<file path="src/rtl/k423_if_bpu.sv">
// IF-stage branch prediction unit: direct-mapped BTB with 2-bit counters plus a
// return address stack, trained only from resolved BJU updates.
module k423_if_bpu #(
    parameter int BTB_DEPTH   = 16,
    parameter int TAG_W       = 8,
    parameter int RAS_DEPTH   = 4,
    parameter int CORE_ADDR_W = 32,
    parameter int CORE_XLEN   = 32,
    parameter int BR_TYPE_W   = 2
) (
    input  logic                   clk_i,
    input  logic                   rst_n_i,
    input  logic                   if_vld_i,
    input  logic [CORE_ADDR_W-1:0] if_pc_i,
    output logic                   bpu_prd_tkn_o,
    output logic [CORE_ADDR_W-1:0] bpu_prd_pc_o,
    output logic [1:0]             bpu_prd_sat_cnt_o,
    input  logic                   bju_upd_vld_i,
    input  logic                   bju_upd_mis_i,
    input  logic                   bju_upd_tkn_i,
    input  logic [BR_TYPE_W-1:0]   bju_upd_type_i,
    input  logic [CORE_XLEN-1:0]   bju_upd_src_pc_i,
    input  logic [CORE_XLEN-1:0]   bju_upd_tgt_pc_i,
    input  logic [1:0]             bju_upd_sat_cnt_i,
    output logic [31:0]            bpu_mis_cnt_o
);

    localparam int IDX_W = $clog2(BTB_DEPTH);
    localparam int RP_W  = $clog2(RAS_DEPTH);
    localparam logic [RP_W:0] RAS_FULL = (RP_W+1)'(RAS_DEPTH);

    typedef enum logic [1:0] {
        PHT_NTKN_STRONG = 2'b00,
        PHT_NTKN_WEAK   = 2'b01,
        PHT_TKN_WEAK    = 2'b10,
        PHT_TKN_STRONG  = 2'b11
    } pht_e;

    typedef struct packed {
        logic [TAG_W-1:0]       tag;
        logic [CORE_ADDR_W-1:0] tgt;
        logic [1:0]             typ;
        logic [1:0]             sat;
    } btb_ent_t;

    logic [BTB_DEPTH-1:0]   vld_q;
    btb_ent_t               btb_q [BTB_DEPTH];
    logic [CORE_ADDR_W-1:0] ras_q [RAS_DEPTH];
    logic [RP_W-1:0]        ras_ptr_q, ras_ptr_d;
    logic [RP_W:0]          ras_cnt_q, ras_cnt_d;
    logic [31:0]            mis_cnt_q, mis_cnt_d;

    // ---------------------------------------------------------------- lookup
    logic [IDX_W-1:0]       lk_idx;
    logic [TAG_W-1:0]       lk_tag;
    logic                   lk_hit;
    logic [CORE_ADDR_W-1:0] ras_top;
    logic [CORE_ADDR_W-1:0] seq_pc;

    assign lk_idx  = if_pc_i[IDX_W+1:2];
    assign lk_tag  = if_pc_i[IDX_W+2 +: TAG_W];
    assign lk_hit  = if_vld_i && vld_q[lk_idx] && (btb_q[lk_idx].tag == lk_tag);
    assign ras_top = ras_q[ras_ptr_q - RP_W'(1)];
    assign seq_pc  = if_pc_i + CORE_ADDR_W'(4);

    // NOTE: every output gets a default before the if, so no latch is inferred.
    always_comb begin
        bpu_prd_tkn_o     = 1'b0;
        bpu_prd_pc_o      = seq_pc;
        bpu_prd_sat_cnt_o = PHT_NTKN_WEAK;
        if (lk_hit) begin
            bpu_prd_sat_cnt_o = btb_q[lk_idx].sat;
            bpu_prd_tkn_o     = btb_q[lk_idx].sat[1];
            if (btb_q[lk_idx].sat[1]) begin
                bpu_prd_pc_o = (btb_q[lk_idx].typ[1] && (ras_cnt_q != '0)) ? ras_top
                                                                           : btb_q[lk_idx].tgt;
            end
        end
    end

    // ---------------------------------------------------------------- update
    logic [IDX_W-1:0]       up_idx;
    logic [TAG_W-1:0]       up_tag;
    logic                   up_hit;
    logic                   up_wr;
    logic [1:0]             up_type;
    logic [CORE_ADDR_W-1:0] ras_push_val;
    logic                   ras_wr_en;
    logic [RP_W-1:0]        ras_wr_idx;

    assign up_idx       = bju_upd_src_pc_i[IDX_W+1:2];
    assign up_tag       = bju_upd_src_pc_i[IDX_W+2 +: TAG_W];
    assign up_hit       = vld_q[up_idx] && (btb_q[up_idx].tag == up_tag);
    assign up_wr        = bju_upd_vld_i && (up_hit || bju_upd_tkn_i);
    assign up_type      = bju_upd_type_i[1:0];
    assign ras_push_val = CORE_ADDR_W'(bju_upd_src_pc_i + CORE_XLEN'(4));

    // RAS pointer addresses the next free slot; the top lives at ptr-1.
    always_comb begin
        ras_ptr_d  = ras_ptr_q;
        ras_cnt_d  = ras_cnt_q;
        ras_wr_en  = 1'b0;
        ras_wr_idx = ras_ptr_q;
        if (bju_upd_vld_i && bju_upd_tkn_i) begin
            unique case (up_type)
                2'b01: begin
                    ras_wr_en = 1'b1;
                    ras_ptr_d = ras_ptr_q + RP_W'(1);
                    ras_cnt_d = (ras_cnt_q == RAS_FULL) ? ras_cnt_q : ras_cnt_q + 1'b1;
                end
                2'b10: begin
                    if (ras_cnt_q != '0) begin
                        ras_ptr_d = ras_ptr_q - RP_W'(1);
                        ras_cnt_d = ras_cnt_q - 1'b1;
                    end
                end
                2'b11: begin
                    ras_wr_en = 1'b1;
                    if (ras_cnt_q == '0) begin
                        ras_ptr_d = ras_ptr_q + RP_W'(1);
                        ras_cnt_d = (RP_W+1)'(1);
                    end else begin
                        ras_wr_idx = ras_ptr_q - RP_W'(1);
                    end
                end
                default: ;
            endcase
        end
    end

    assign mis_cnt_d = mis_cnt_q + 32'(bju_upd_vld_i & bju_upd_mis_i);

    // NOTE: sequential state uses non-blocking assignments so all registers
    // see the same pre-edge values regardless of evaluation order.
    always_ff @(posedge clk_i or negedge rst_n_i) begin
        if (!rst_n_i) begin
            vld_q     <= '0;
            ras_ptr_q <= '0;
            ras_cnt_q <= '0;
            mis_cnt_q <= '0;
        end else begin
            if (up_wr) vld_q[up_idx] <= 1'b1;
            ras_ptr_q <= ras_ptr_d;
            ras_cnt_q <= ras_cnt_d;
            mis_cnt_q <= mis_cnt_d;
        end
    end

    // NOTE: table storage has no reset; the valid bits and RAS count gate every
    // read, so leaving the arrays unreset keeps them plain RAM-style memories.
    always_ff @(posedge clk_i) begin
        if (up_wr) begin
            btb_q[up_idx].tag <= up_tag;
            btb_q[up_idx].typ <= up_type;
            btb_q[up_idx].sat <= bju_upd_sat_cnt_i;
            if (bju_upd_tkn_i) btb_q[up_idx].tgt <= CORE_ADDR_W'(bju_upd_tgt_pc_i);
        end
        if (ras_wr_en) ras_q[ras_wr_idx] <= ras_push_val;
    end

    assign bpu_mis_cnt_o = mis_cnt_q;

endmodule

</file>
<file path="config.mk">
export PLATFORM = sky130hd
export DESIGN_NAME = k423_if_bpu
export DESIGN_NICKNAME = d
export VERILOG_FILES = /design/src/rtl/k423_if_bpu.sv
export SDC_FILE = /design/constraint.sdc
export NUM_CORES = 1
export LEC_CHECK = 0
export BUFFER_PORTS_ARGS = -buffer_cell sky130_fd_sc_hd__buf_2
export CAP_MARGIN = 15
export CELL_PAD_IN_SITES_DETAIL_PLACEMENT = 1
export CELL_PAD_IN_SITES_GLOBAL_PLACEMENT = 1
export CORE_MARGIN = 4
export CORE_UTILIZATION = 49
export DETAILED_ROUTE_END_ITERATION = 6
export PLACE_DENSITY = 0.79
export RECOVER_POWER = 100
export SETUP_SLACK_MARGIN = 0.2
export SYNTH_ARGS = -nofsm -noshare
export SYNTH_HDL_FRONTEND = slang
export SYNTH_SLANG_ARGS = --single-unit
</file>
<file path="constraint.sdc">
create_clock -name clk_i -period 4 [get_ports clk_i]
set_input_delay 0.8 -clock clk_i [delete_from_list [all_inputs] [get_ports clk_i]]
set_output_delay 0.8 -clock clk_i [all_outputs]
set_load 0.03 [all_outputs]
</file>
==> run_results.csv <==
group,metric,value,unit
final_layout,synthToLayoutAreaGrowth,18.7,%
final_layout,fin_cells,3226,
sta,timing.final.crit_share,112,%
synth,synth.net_count,1956,
sta,finClkSkew,0.0445,ns
final_layout,layout-drive-gt1-share,32.1,%
synth,synth.avg_cell_area,19.8,sq um
critical_path,worst-r2r-setup-slack,0.19,ns
drt,vias_per_cell,6.30,
die,initial_utilization,49.7,%
sta,report.final.setup_viol,211,
final_layout,fin_nets,2306,
drt,drt_iter0_markers,2413,
synth,number_of_flops_mapped_to_enable_cells_by_yosys,816,
sta,finalMaxSlewViolations,56,
worst_hold_path,capture_endpoint_of_the_worst_hold_path,"ras_q[1][1]",
drt,postRouteAntennaNets,0,
pwr,report.power.total,21.4,mW
critical_path,critPathTopFamily,"simple AND/OR/NAND/NOR gates",
synth,synth_cell_types,61,
synth,yosysWarnings,0,
final_layout,n_fill_cell,6412,
synth,synth_sequential_area_ratio,70.7,%
flow_run,maxCapViolCount,2,
critical_path,cpMaxStageDelayCell,"buf_4",
worst_hold_path,hp-class,"in -> reg",
critical_path,crit_start,"if_pc_i[4]",
worst_hold_path,min_path_cells,1,
clocking,htreeDepth,3,
sta,post-route-min-period,4.47,ns
critical_path,reg2reg_from,"ras_cnt_q[0]",
die,die_area,0.0790,sq mm
sta,fin_tns_setup,-51.12,ns
placement,port_buffers,172,
critical_path,cp.arrival,3.67,ns
drt,postRouteWirelength,105000,um
pwr,power-per-cell-area,492,mW/mm^2
synth,yosysTopAreaCellShare,67.1,%
pwr,power.ir.vdd_worst,0.000349,V
synth,dominantRegCellSynth,"edfxtp_1",
die,fp.coreArea,0.0735,sq mm
worst_hold_path,worst_hold_startpoint,"bju_upd_src_pc_i[1]",
synth,synth-seq-cells,869,
die,die_w,281,um
sta,timing.slew.headroom,-10.3,%
sta,finalHoldViolCount,0,
critical_path,critPathCaptureType,"output pin",
final_layout,finalCoreUtilization,59.0,%
clocking,cts_buffers,89,
synth,synthCells,1842,
drt,routed_wirelength_normalized_by_instance_count,32.5,um
sta,grt_setup_unrepaired,"true",
critical_path,worst_r2r_endpoint,"ras_q[2][17]",
critical_path,worst_ep_required_time,3.20,ns
die,io_pins,173,
grt,grt_pass1_vias,22173,
grt,antenna_found_initial,7,
synth,async_reset_ff_share,6.10,%
critical_path,reg2regPathDepth,7,
grt,maximum_number_of_pins_on_one_net_before_global_route_repair,65,
critical_path,worstPathMaxFanout,35,
placement,place_inst,3049,
grt,overflow,0,
sta,final_critical_path_setup_slack,-0.474,ns
sta,max_freq,224,MHz
critical_path,cp_common_cell,"buf_4",
clocking,clock_tree.root_cell,"clkbuf_16",
critical_path,count_of_buffer_and_inverter_cells_on_the_critical_path,4,
clocking,cts_buffer_depth,3,
grt,grt_util_all_layers,26.8,%
clocking,clkSlewWorstSetupHoldPaths,0.05,ns
critical_path,startpoint_type_of_the_worst_setup_path,"input pin",
die,die_y,281,um
clocking,clock_tree_from_tritoncts,"done",
grt,grt_pass1_wl,153000,um
critical_path,worstPathCellList,"buf_4, buf_4, buf_4, and3_1, nand4_1, nor2_2, nand2_1, nor2_1, xnor2_1, mux2i_4, buf_6",
drt,drc_errors,0,
clocking,clk_latency,0.66,ns
placement,dp_hpwl,64400,um
pwr,cellLeakagePower,14.5,nW
final_layout,most-common-layout-cells,"edfxtp_1, mux4_2, buf_4",
synth,post-synth-top-area-cell,"edfxtp_1",
critical_path,critical_path_class,"in -> out",
synth,syn_area,0.0365,sq mm
die,fp-row-count,99,
placement,finalWeightedCongestion,0.919,
drt,firstDrtPassIters,5,
run_status,failed_checks,"capacitance limit, slew limit, setup timing",
drt,dr_total_vias,20333,
run_status,status,"finished, violations left",
final_layout,mostFrequentLayoutCell,"edfxtp_1",
synth,synth.area.top_cells,"edfxtp_1, mux4_2, dfrtp_1",
critical_path,critical_path.max_stage_delay,0.61,ns
sta,tightest_slew,1.65,ns
clocking,clock-sinks,869,
-- cells in the mapped netlist (all sizes together), types with 6 or more instances --
cell type and instances:
and3 35, a22o 6, nand2b 7, clkbuf 31
nor3 6, buf 66, nand3 46, nor2 48
xnor2 70, o21ai 22, inv 9, mux4 255
a21oi 9, mux2 14, nand4 15, nor2b 7
xor2 36, mux2i 117, and2 9, o21bai 15
and4 8, nand2 68, ha 7, a22oi 14
edfxtp 816, dfrtp 53
-- worst register-to-register path, stage by stage, from the launching register on --
cell and delay (ns):
dfrtp_1 0.39, inv_1 0.14, nand2_1 0.20, o21ai_0 0.70, xor2_1 0.19, nand3_1 0.12, nor2_1 1.00, buf_2 0.66
-- worst max-delay path by stage --
stage,end,cells after the start
after CTS,bpu_prd_pc_o[8],9
after global routing,bpu_prd_pc_o[31],11
after floorplan,bpu_prd_pc_o[10],9
final,bpu_prd_pc_o[26],11
after detailed placement,bpu_prd_pc_o[6],12
after global placement,bpu_prd_pc_o[8],9
-- stage by stage --
stage          area, sq um  hold slack, ns  setup WS, ns
6_report             43400           0.420        -0.474
5_1_grt              43400           0.435        -0.524
4_1_cts              43700           0.177        -0.485
3_5_place_dp         40500           0.458        -0.468
3_3_place_gp         40500           0.457        -0.384
2_1_floorplan        37000           0.460        -0.154
-- report_power, final --
group,leakage [nW],switching (mW),internal (mW)
Combinational,5.10,1.57,1.22
Sequential,8.03,0.189,10.2
Clock,1.37,3.60,4.55
Total,14.5,5.37,16.0
-- layout make-up --
class	instances	area, sq um	share of cell area (%)
antenna	4	10.0	0.0231
clock buffer	108	2310	5.32
clock inverter	54	537	1.24
inverter	10	37.5	0.0865
multi-input combinational	866	10600	24.5
sequential	869	25800	59.6
tap	959	1200	2.77
timing repair buffer	356	2810	6.47
-- flip-flops by register name, indices dropped and copies added, names as in the netlist --
signal and flops:
ras_cnt_q 3, ras_ptr_q 2, bpu_mis_cnt_o 32, btb_q 688
ras_q 128, vld_q 16
-- logic make-up after synthesis --
kind of cell    after synthesis  synth area share (%)
fa+ha+maj                     8                 0.295
simple gates                272                  3.84
xor+xnor                    106                  2.54
flops                       869                  70.7
mux                         386                  19.4
buf+inv                     107                  1.45
compound gates               94                  1.79
-- per-layer routing --
| layer | track usage (%) | vias to the layer above | wire [um] |
|---|---|---|---|
| met5 | 0 | - | 42 |
| met4 | 10.0 | 6 | 4310 |
| met3 | 5.63 | 223 | 9380 |
| met2 | 44.8 | 1108 | 52400 |
| met1 | 35.1 | 10702 | 38600 |
| li1 | - | 8294 | - |
-- timing repair --
item,in CTS,in global routing
buffers inserted,9,1
resized for setup,73,20
pin swaps,1,1
gates cloned,1,0
hold buffers,0,0
setup endpoints to repair,35,35
(Power assumes the default switching activity.)
